<file path="config.mk">
export PLATFORM = sky130hd
export DESIGN_NAME = dnn_mem_loader_fix
export DESIGN_NICKNAME = d
export VERILOG_FILES = /design/src/rtl/dnn_mem_loader_fix.sv
export SDC_FILE = /design/constraint.sdc
export NUM_CORES = 1
export LEC_CHECK = 0
export BUFFER_PORTS_ARGS = -buffer_cell sky130_fd_sc_hd__buf_2
export CORE_ASPECT_RATIO = 0.7
export CORE_UTILIZATION = 30
export DETAILED_ROUTE_END_ITERATION = 10
export MAX_ROUTING_LAYER = met4
export PLACE_DENSITY_LB_ADDON = 0.08
export SLEW_MARGIN = 25
export SYNTH_ARGS = -nofsm -noshare
export SYNTH_HDL_FRONTEND = slang
export SYNTH_SLANG_ARGS = --single-unit
</file>
<file path="constraint.sdc">
create_clock -name clk -period 2.8 [get_ports clk]
set_clock_uncertainty 0.15 [all_clocks]
set_input_delay 0.14 -clock clk [delete_from_list [all_inputs] [get_ports clk]]
set_output_delay 0.14 -clock clk [all_outputs]
set_load 0.03 [all_outputs]
</file>
<file path="src/rtl/dnn_mem_loader_fix.sv">
// dnn_mem_loader_fix: framed byte-stream writer for the shared parameter memory.
// Frame: LEN_H, LEN_L, ADDR_H, ADDR_L, LEN data bytes, [CSUM].
// Optional feature macro: LOADER_CSUM_EN (trailing XOR checksum byte and CSUM state).
//
// state  | meaning
// IDLE   | waiting for LEN_H
// LEN_L  | waiting for LEN low byte
// ADDR_H | waiting for ADDR high byte
// ADDR_L | waiting for ADDR low byte, bounds check runs on accept
// DATA   | one memory write per accepted byte
// SKIP   | out-of-range frame, payload is drained without writes
// CSUM   | waiting for checksum byte (LOADER_CSUM_EN only)
module dnn_mem_loader_fix #(
  parameter int          DATA_WIDTH = 5,
  parameter int          ADDR_WIDTH = 16,
  parameter logic [15:0] MEM_DEPTH  = 16'h29FE
) (
  input  logic                         clk,
  input  logic                         rst,
  input  logic                         in_valid,
  input  logic [7:0]                   in_data,
  output logic                         in_ready,
  output logic                         wr_en,
  output logic [ADDR_WIDTH-1:0]        wr_addr,
  output logic signed [DATA_WIDTH-1:0] wr_data,
  output logic                         busy,
  output logic                         load_done,
  output logic                         load_err
);

  typedef enum logic [2:0] {
    S_IDLE, S_LEN_L, S_ADDR_H, S_ADDR_L, S_DATA, S_SKIP
`ifdef LOADER_CSUM_EN
    , S_CSUM
`endif
  } state_t;

  state_t                         state_q, state_d;
  logic [15:0]                    len_q, len_d;
  logic [15:0]                    addr_q, addr_d;
  logic [15:0]                    cnt_q, cnt_d;
  logic [7:0]                     csum_q, csum_d;
  logic                           wr_en_q, wr_en_d;
  logic [ADDR_WIDTH-1:0]          wr_addr_q, wr_addr_d;
  logic signed [DATA_WIDTH-1:0]   wr_data_q, wr_data_d;
  logic                           done_q, done_d;
  logic                           err_q, err_d;
`ifdef LOADER_CSUM_EN
  logic                           bad_q, bad_d;
`endif

  logic [15:0] addr_full;
  logic [16:0] end_sum;
  logic        oob;
  logic        acc;

  // The 17-bit sum cannot wrap, so a frame that runs past 0xFFFF is still rejected.
  assign acc       = in_valid;
  assign addr_full = {addr_q[15:8], in_data};
  assign end_sum   = {1'b0, addr_full} + {1'b0, len_q};
  assign oob       = end_sum > {1'b0, MEM_DEPTH};

  // Next-state, datapath and pulse generation.
  always_comb begin
    state_d   = state_q;
    len_d     = len_q;
    addr_d    = addr_q;
    cnt_d     = cnt_q;
    csum_d    = csum_q;
    wr_en_d   = 1'b0;
    wr_addr_d = wr_addr_q;
    wr_data_d = wr_data_q;
    done_d    = 1'b0;
    err_d     = 1'b0;
`ifdef LOADER_CSUM_EN
    bad_d     = bad_q;
`endif
    if (acc) begin
      case (state_q)
        S_IDLE: begin
          len_d   = {in_data, 8'h00};
          csum_d  = 8'h00;
`ifdef LOADER_CSUM_EN
          bad_d   = 1'b0;
`endif
          state_d = S_LEN_L;
        end
        S_LEN_L: begin
          len_d   = {len_q[15:8], in_data};
          state_d = S_ADDR_H;
        end
        S_ADDR_H: begin
          addr_d  = {in_data, 8'h00};
          state_d = S_ADDR_L;
        end
        S_ADDR_L: begin
          addr_d = addr_full;
          cnt_d  = len_q;
`ifdef LOADER_CSUM_EN
          bad_d  = oob;
`endif
          if (len_q != 16'd0) begin
            state_d = oob ? S_SKIP : S_DATA;
          end else begin
`ifdef LOADER_CSUM_EN
            state_d = S_CSUM;
`else
            state_d = S_IDLE;
            done_d  = ~oob;
            err_d   = oob;
`endif
          end
        end
        S_DATA: begin
          wr_en_d   = 1'b1;
          wr_addr_d = ADDR_WIDTH'(addr_q);
          wr_data_d = $signed(in_data[DATA_WIDTH-1:0]);
          addr_d    = addr_q + 16'd1;
          csum_d    = csum_q ^ in_data;
          cnt_d     = cnt_q - 16'd1;
          if (cnt_q == 16'd1) begin
`ifdef LOADER_CSUM_EN
            state_d = S_CSUM;
`else
            state_d = S_IDLE;
            done_d  = 1'b1;
`endif
          end
        end
        S_SKIP: begin
          cnt_d = cnt_q - 16'd1;
          if (cnt_q == 16'd1) begin
`ifdef LOADER_CSUM_EN
            state_d = S_CSUM;
`else
            state_d = S_IDLE;
            err_d   = 1'b1;
`endif
          end
        end
`ifdef LOADER_CSUM_EN
        S_CSUM: begin
          state_d = S_IDLE;
          if (bad_q || (in_data != csum_q)) err_d = 1'b1;
          else                              done_d = 1'b1;
        end
`endif
        default: state_d = S_IDLE;
      endcase
    end
  end

  // State and output registers; reset abandons any partial frame silently.
  always_ff @(posedge clk or posedge rst) begin
    if (rst) begin
      state_q   <= S_IDLE;
      len_q     <= '0;
      addr_q    <= '0;
      cnt_q     <= '0;
      csum_q    <= '0;
      wr_en_q   <= 1'b0;
      wr_addr_q <= '0;
      wr_data_q <= '0;
      done_q    <= 1'b0;
      err_q     <= 1'b0;
`ifdef LOADER_CSUM_EN
      bad_q     <= 1'b0;
`endif
    end else begin
      state_q   <= state_d;
      len_q     <= len_d;
      addr_q    <= addr_d;
      cnt_q     <= cnt_d;
      csum_q    <= csum_d;
      wr_en_q   <= wr_en_d;
      wr_addr_q <= wr_addr_d;
      wr_data_q <= wr_data_d;
      done_q    <= done_d;
      err_q     <= err_d;
`ifdef LOADER_CSUM_EN
      bad_q     <= bad_d;
`endif
    end
  end

  assign in_ready  = 1'b1;
  assign wr_en     = wr_en_q;
  assign wr_addr   = wr_addr_q;
  assign wr_data   = wr_data_q;
  assign busy      = (state_q != S_IDLE);
  assign load_done = done_q;
  assign load_err  = err_q;

endmodule

</file>
==> impl_metrics.toml <==
[grt]
grt_overflow = 0
grt_pass1_wl_mm = 21.60
antenna_found_initial = 0
track_usage_pct = 19.03
grt_max_degree = 40
grt_pass1_vias = 3783

[synthesis]
yosys.area.top_type = "dfrtp_1"
ys_types = 55
avgSynthCellArea_um2 = 9.005
yosys_most_used_dff = "dfrtp_1"
synth-simple-area-share_pct = 18.02
async_reset_ff_share_pct = 100.0
synth-compound-area-share_pct = 21.04
syn_nets = 529
synth_top_area_share_pct = 41.85
ys_seq_area_share_pct = 41.85
ys_ff_latch = 75
yosys_warnings = 0
synth_area_um2 = 4484
synth_top_family_by_area = "compound AO/OA/AOI/OAI gates"
synthAdderAreaFrac_pct = 5.748
synth_edf_count = 0
synth_area_leaders = "dfrtp_1, mux2_2, o21ai_0"
synth_cells = 498
muxShareOfSynthArea_pct = 7.729
synth-xor-area-share_pct = 1.563

[sta]
drv_slew = 0
rsz0062_at_grt = "yes"
timing.hold.ws_ns = 0.04292
fin_crit_ns = 2.820
setup_viol = 3
fmax_ghz = 0.3546
hold_viol_final = 0
slew_headroom_pct = 50.58
finalCritPeriodShare_pct = 100.7
tightest_slew_ns = 0.7405
setup_ws_ns = -0.02004

[clock_tree]
cts_buffer_depth = 2
cts_tree = "yes"
cts_root_buffer = "clkbuf_16"
cts.sinks = 75
numCtsBuffers = 9
worst_skew_pair.late_latency_ns = 0.35
cts_max_level = 3
path_clk_slew_ns = 0.06

[floorplanning]
die_w_um = 148.1
core_um2 = 14230
fp.dieH_um = 104.3
start_util_pct = 31.50
ios = 37
core.rowCount = 36
fp.dieArea_um2 = 15450

[pwr]
p_clk_share_pct = 20.2
seq_power_share_pct = 28.4
ir_drop_mv = 0.4533
p_leak_nw = 2.390
p_sw_share_pct = 43.53
p_int_w = 0.003886
combPwrFrac_pct = 51.3
power_switching_w = 0.002996
p_per_area_nw_per_um2 = 1253
total_power_w = 0.006881

[status]
violations = "setup timing"
status = "finished, violations left"

[setup_path]
crit_arrival_ns = 2.96
cp_max_fo = 5
crit_path_end_kind = "flop"
start_kind = "flop"
cp_common_cell = "buf_4"
worstSetupPathType = "flop to flop"
slowest_delay_ns = 0.37
cp_data_required_time_ns = 2.94
worstPathCellList = "ha_2 > inv_2 > fa_2 > nand2b_4 > a21oi_4 > o41ai_4 > o21a_1 > buf_4 > o211ai_1 > nand3_1 > a311oi_2 > buf_4 > a22o_1"
slowest_stage = "dfrtp_1"

[routing]
wl_met3_um = 569
drc = 0
drtPass1Iterations = 5
met1Wirelength_mm = 7.224
wl_per_cell_um = 17.61
vias = 4000
viasPerCell = 5.305
wl_met2_mm = 5.319
final_antenna_net_count = 0
top_layer = "met4"
drtIter0Drc = 266
wl_mm = 13.28

[min_path]
hold_path_class = "primary input to flop"

[layout]
final_cell_mix = "dfrtp_1, a21oi_1, o21ai_0"
nets = 590
final_area_um2 = 5493
layoutNonFillerInstCount = 754
drive_gt1_share_pct = 23.76
final_common_cell = "dfrtp_1"
area_delta_synth_final_pct = 22.49
fillerInstances = 1469
n_antenna_cell = 0

[placement]
dp_cells = 733
dp_worst_setup_slack_ns = -0.05568
dp_hpwl_mm = 9.674
numPortBuffers = 35
dpl-instance-area_um2 = 5051
finalWeightedCongestion = 0.8670

[job]
maxCapViolCount = 0
registers in the layout (all words and copies together) (netlist names):
signal and count:
state_q 3, load_err 1, cnt_q 16, wr_addr 16, load_done 1, len_q 16, addr_q 16, wr_en 1
wr_data 5
critical path, delay by kind of cell, from the launching register on:
family	cells	cell delay, ns
compound gates	6	1.03
fa+ha+maj	2	0.56
flops	1	0.37
buf+inv	3	0.36
simple gates	2	0.30
final timing paths:
check,start,to,slack (ns),cells past startpoint
worst max-delay path,len_q[0]$_DFFE_PP0P_,load_done$_DFF_PP0_,-0.02,13
worst min-delay path,in_data[5],len_q[13]$_DFFE_PP0P_,0.04,2
worst max register to register,len_q[0]$_DFFE_PP0P_,load_done$_DFF_PP0_,-0.02,13
worst min register to register,cnt_q[13]$_DFFE_PP0P_,cnt_q[13]$_DFFE_PP0P_,0.34,2
max in group asynchronous,rst,addr_q[9]$_DFFE_PP0P_,1.45,4
min in group asynchronous,rst,cnt_q[14]$_DFFE_PP0P_,0.29,3
routing by layer:
metal | vias to the layer above | track usage [%]
met5 | - | -
met2 | 79 | 24.98
met3 | 15 | 3.991
li1 | 1941 | -
met4 | 0 | 4.934
met1 | 1965 | 28.79
layout make-up:
class	instances	area (µm²)	share of cell area (%)
sequential	75	1877	34.17
timing repair buffer	77	498.0	9.066
clock buffer	10	239.0	4.351
clock inverter	6	111.4	2.027
inverter	14	53.80	0.9795
tap	190	237.7	4.328
multi-input combinational	382	2476	45.08
through the flow:
stage / TNS (ns) / utilization [%]
floorplan: 0 / -
global placement: 0 / 35.49
detailed placement: -0.09323 / 35.49
CTS: 0 / 38.26
global route: -0.3997 / 38.59
finish: -0.04048 / 38.59
repair_timing:
action	in CTS	in global routing
setup buffers	1	1
resized for setup	1	12
setup endpoints to repair	3	3
endpoints found under the hold margin	40	0
hold buffers	3	0
pin swaps	3	11
synthesized netlist by cell type (all sizes together), types with 3 or more instances:
cell,n
a21o,4
a21oi,59
a22oi,5
and2,3
and3,6
buf,7
clkbuf,20
dfrtp,75
ha,19
inv,14
mux2,29
nand2,45
nand2b,8
nand3,16
nand4,10
nor2,36
nor2b,3
nor3,13
nor3b,4
nor4,8
o211ai,3
o21a,7
o21ai,61
o22ai,5
or3,3
xnor2,6
logic make-up (layout without fill, tap and decap cells):
group / Yosys count / after routing
other cells: 1 / 1
simple gates: 163 / 163
xor+xnor: 8 / 8
compound gates: 159 / 159
mux: 31 / 31
fa+ha+maj: 20 / 20
buf+inv: 41 / 107
flops: 75 / 75
power by group through the flow:
stage                     Sequential, W  Combinational (W)  Clock [W]
after floorplan                 0.00207            0.00229          0
after global placement          0.00196            0.00333          0
after detailed placement        0.00198            0.00335          0
after CTS                       0.00196            0.00343    0.00143
after global routing            0.00203            0.00394    0.00147
final                           0.00196            0.00353    0.00139
(Power assumes the default switching activity.)
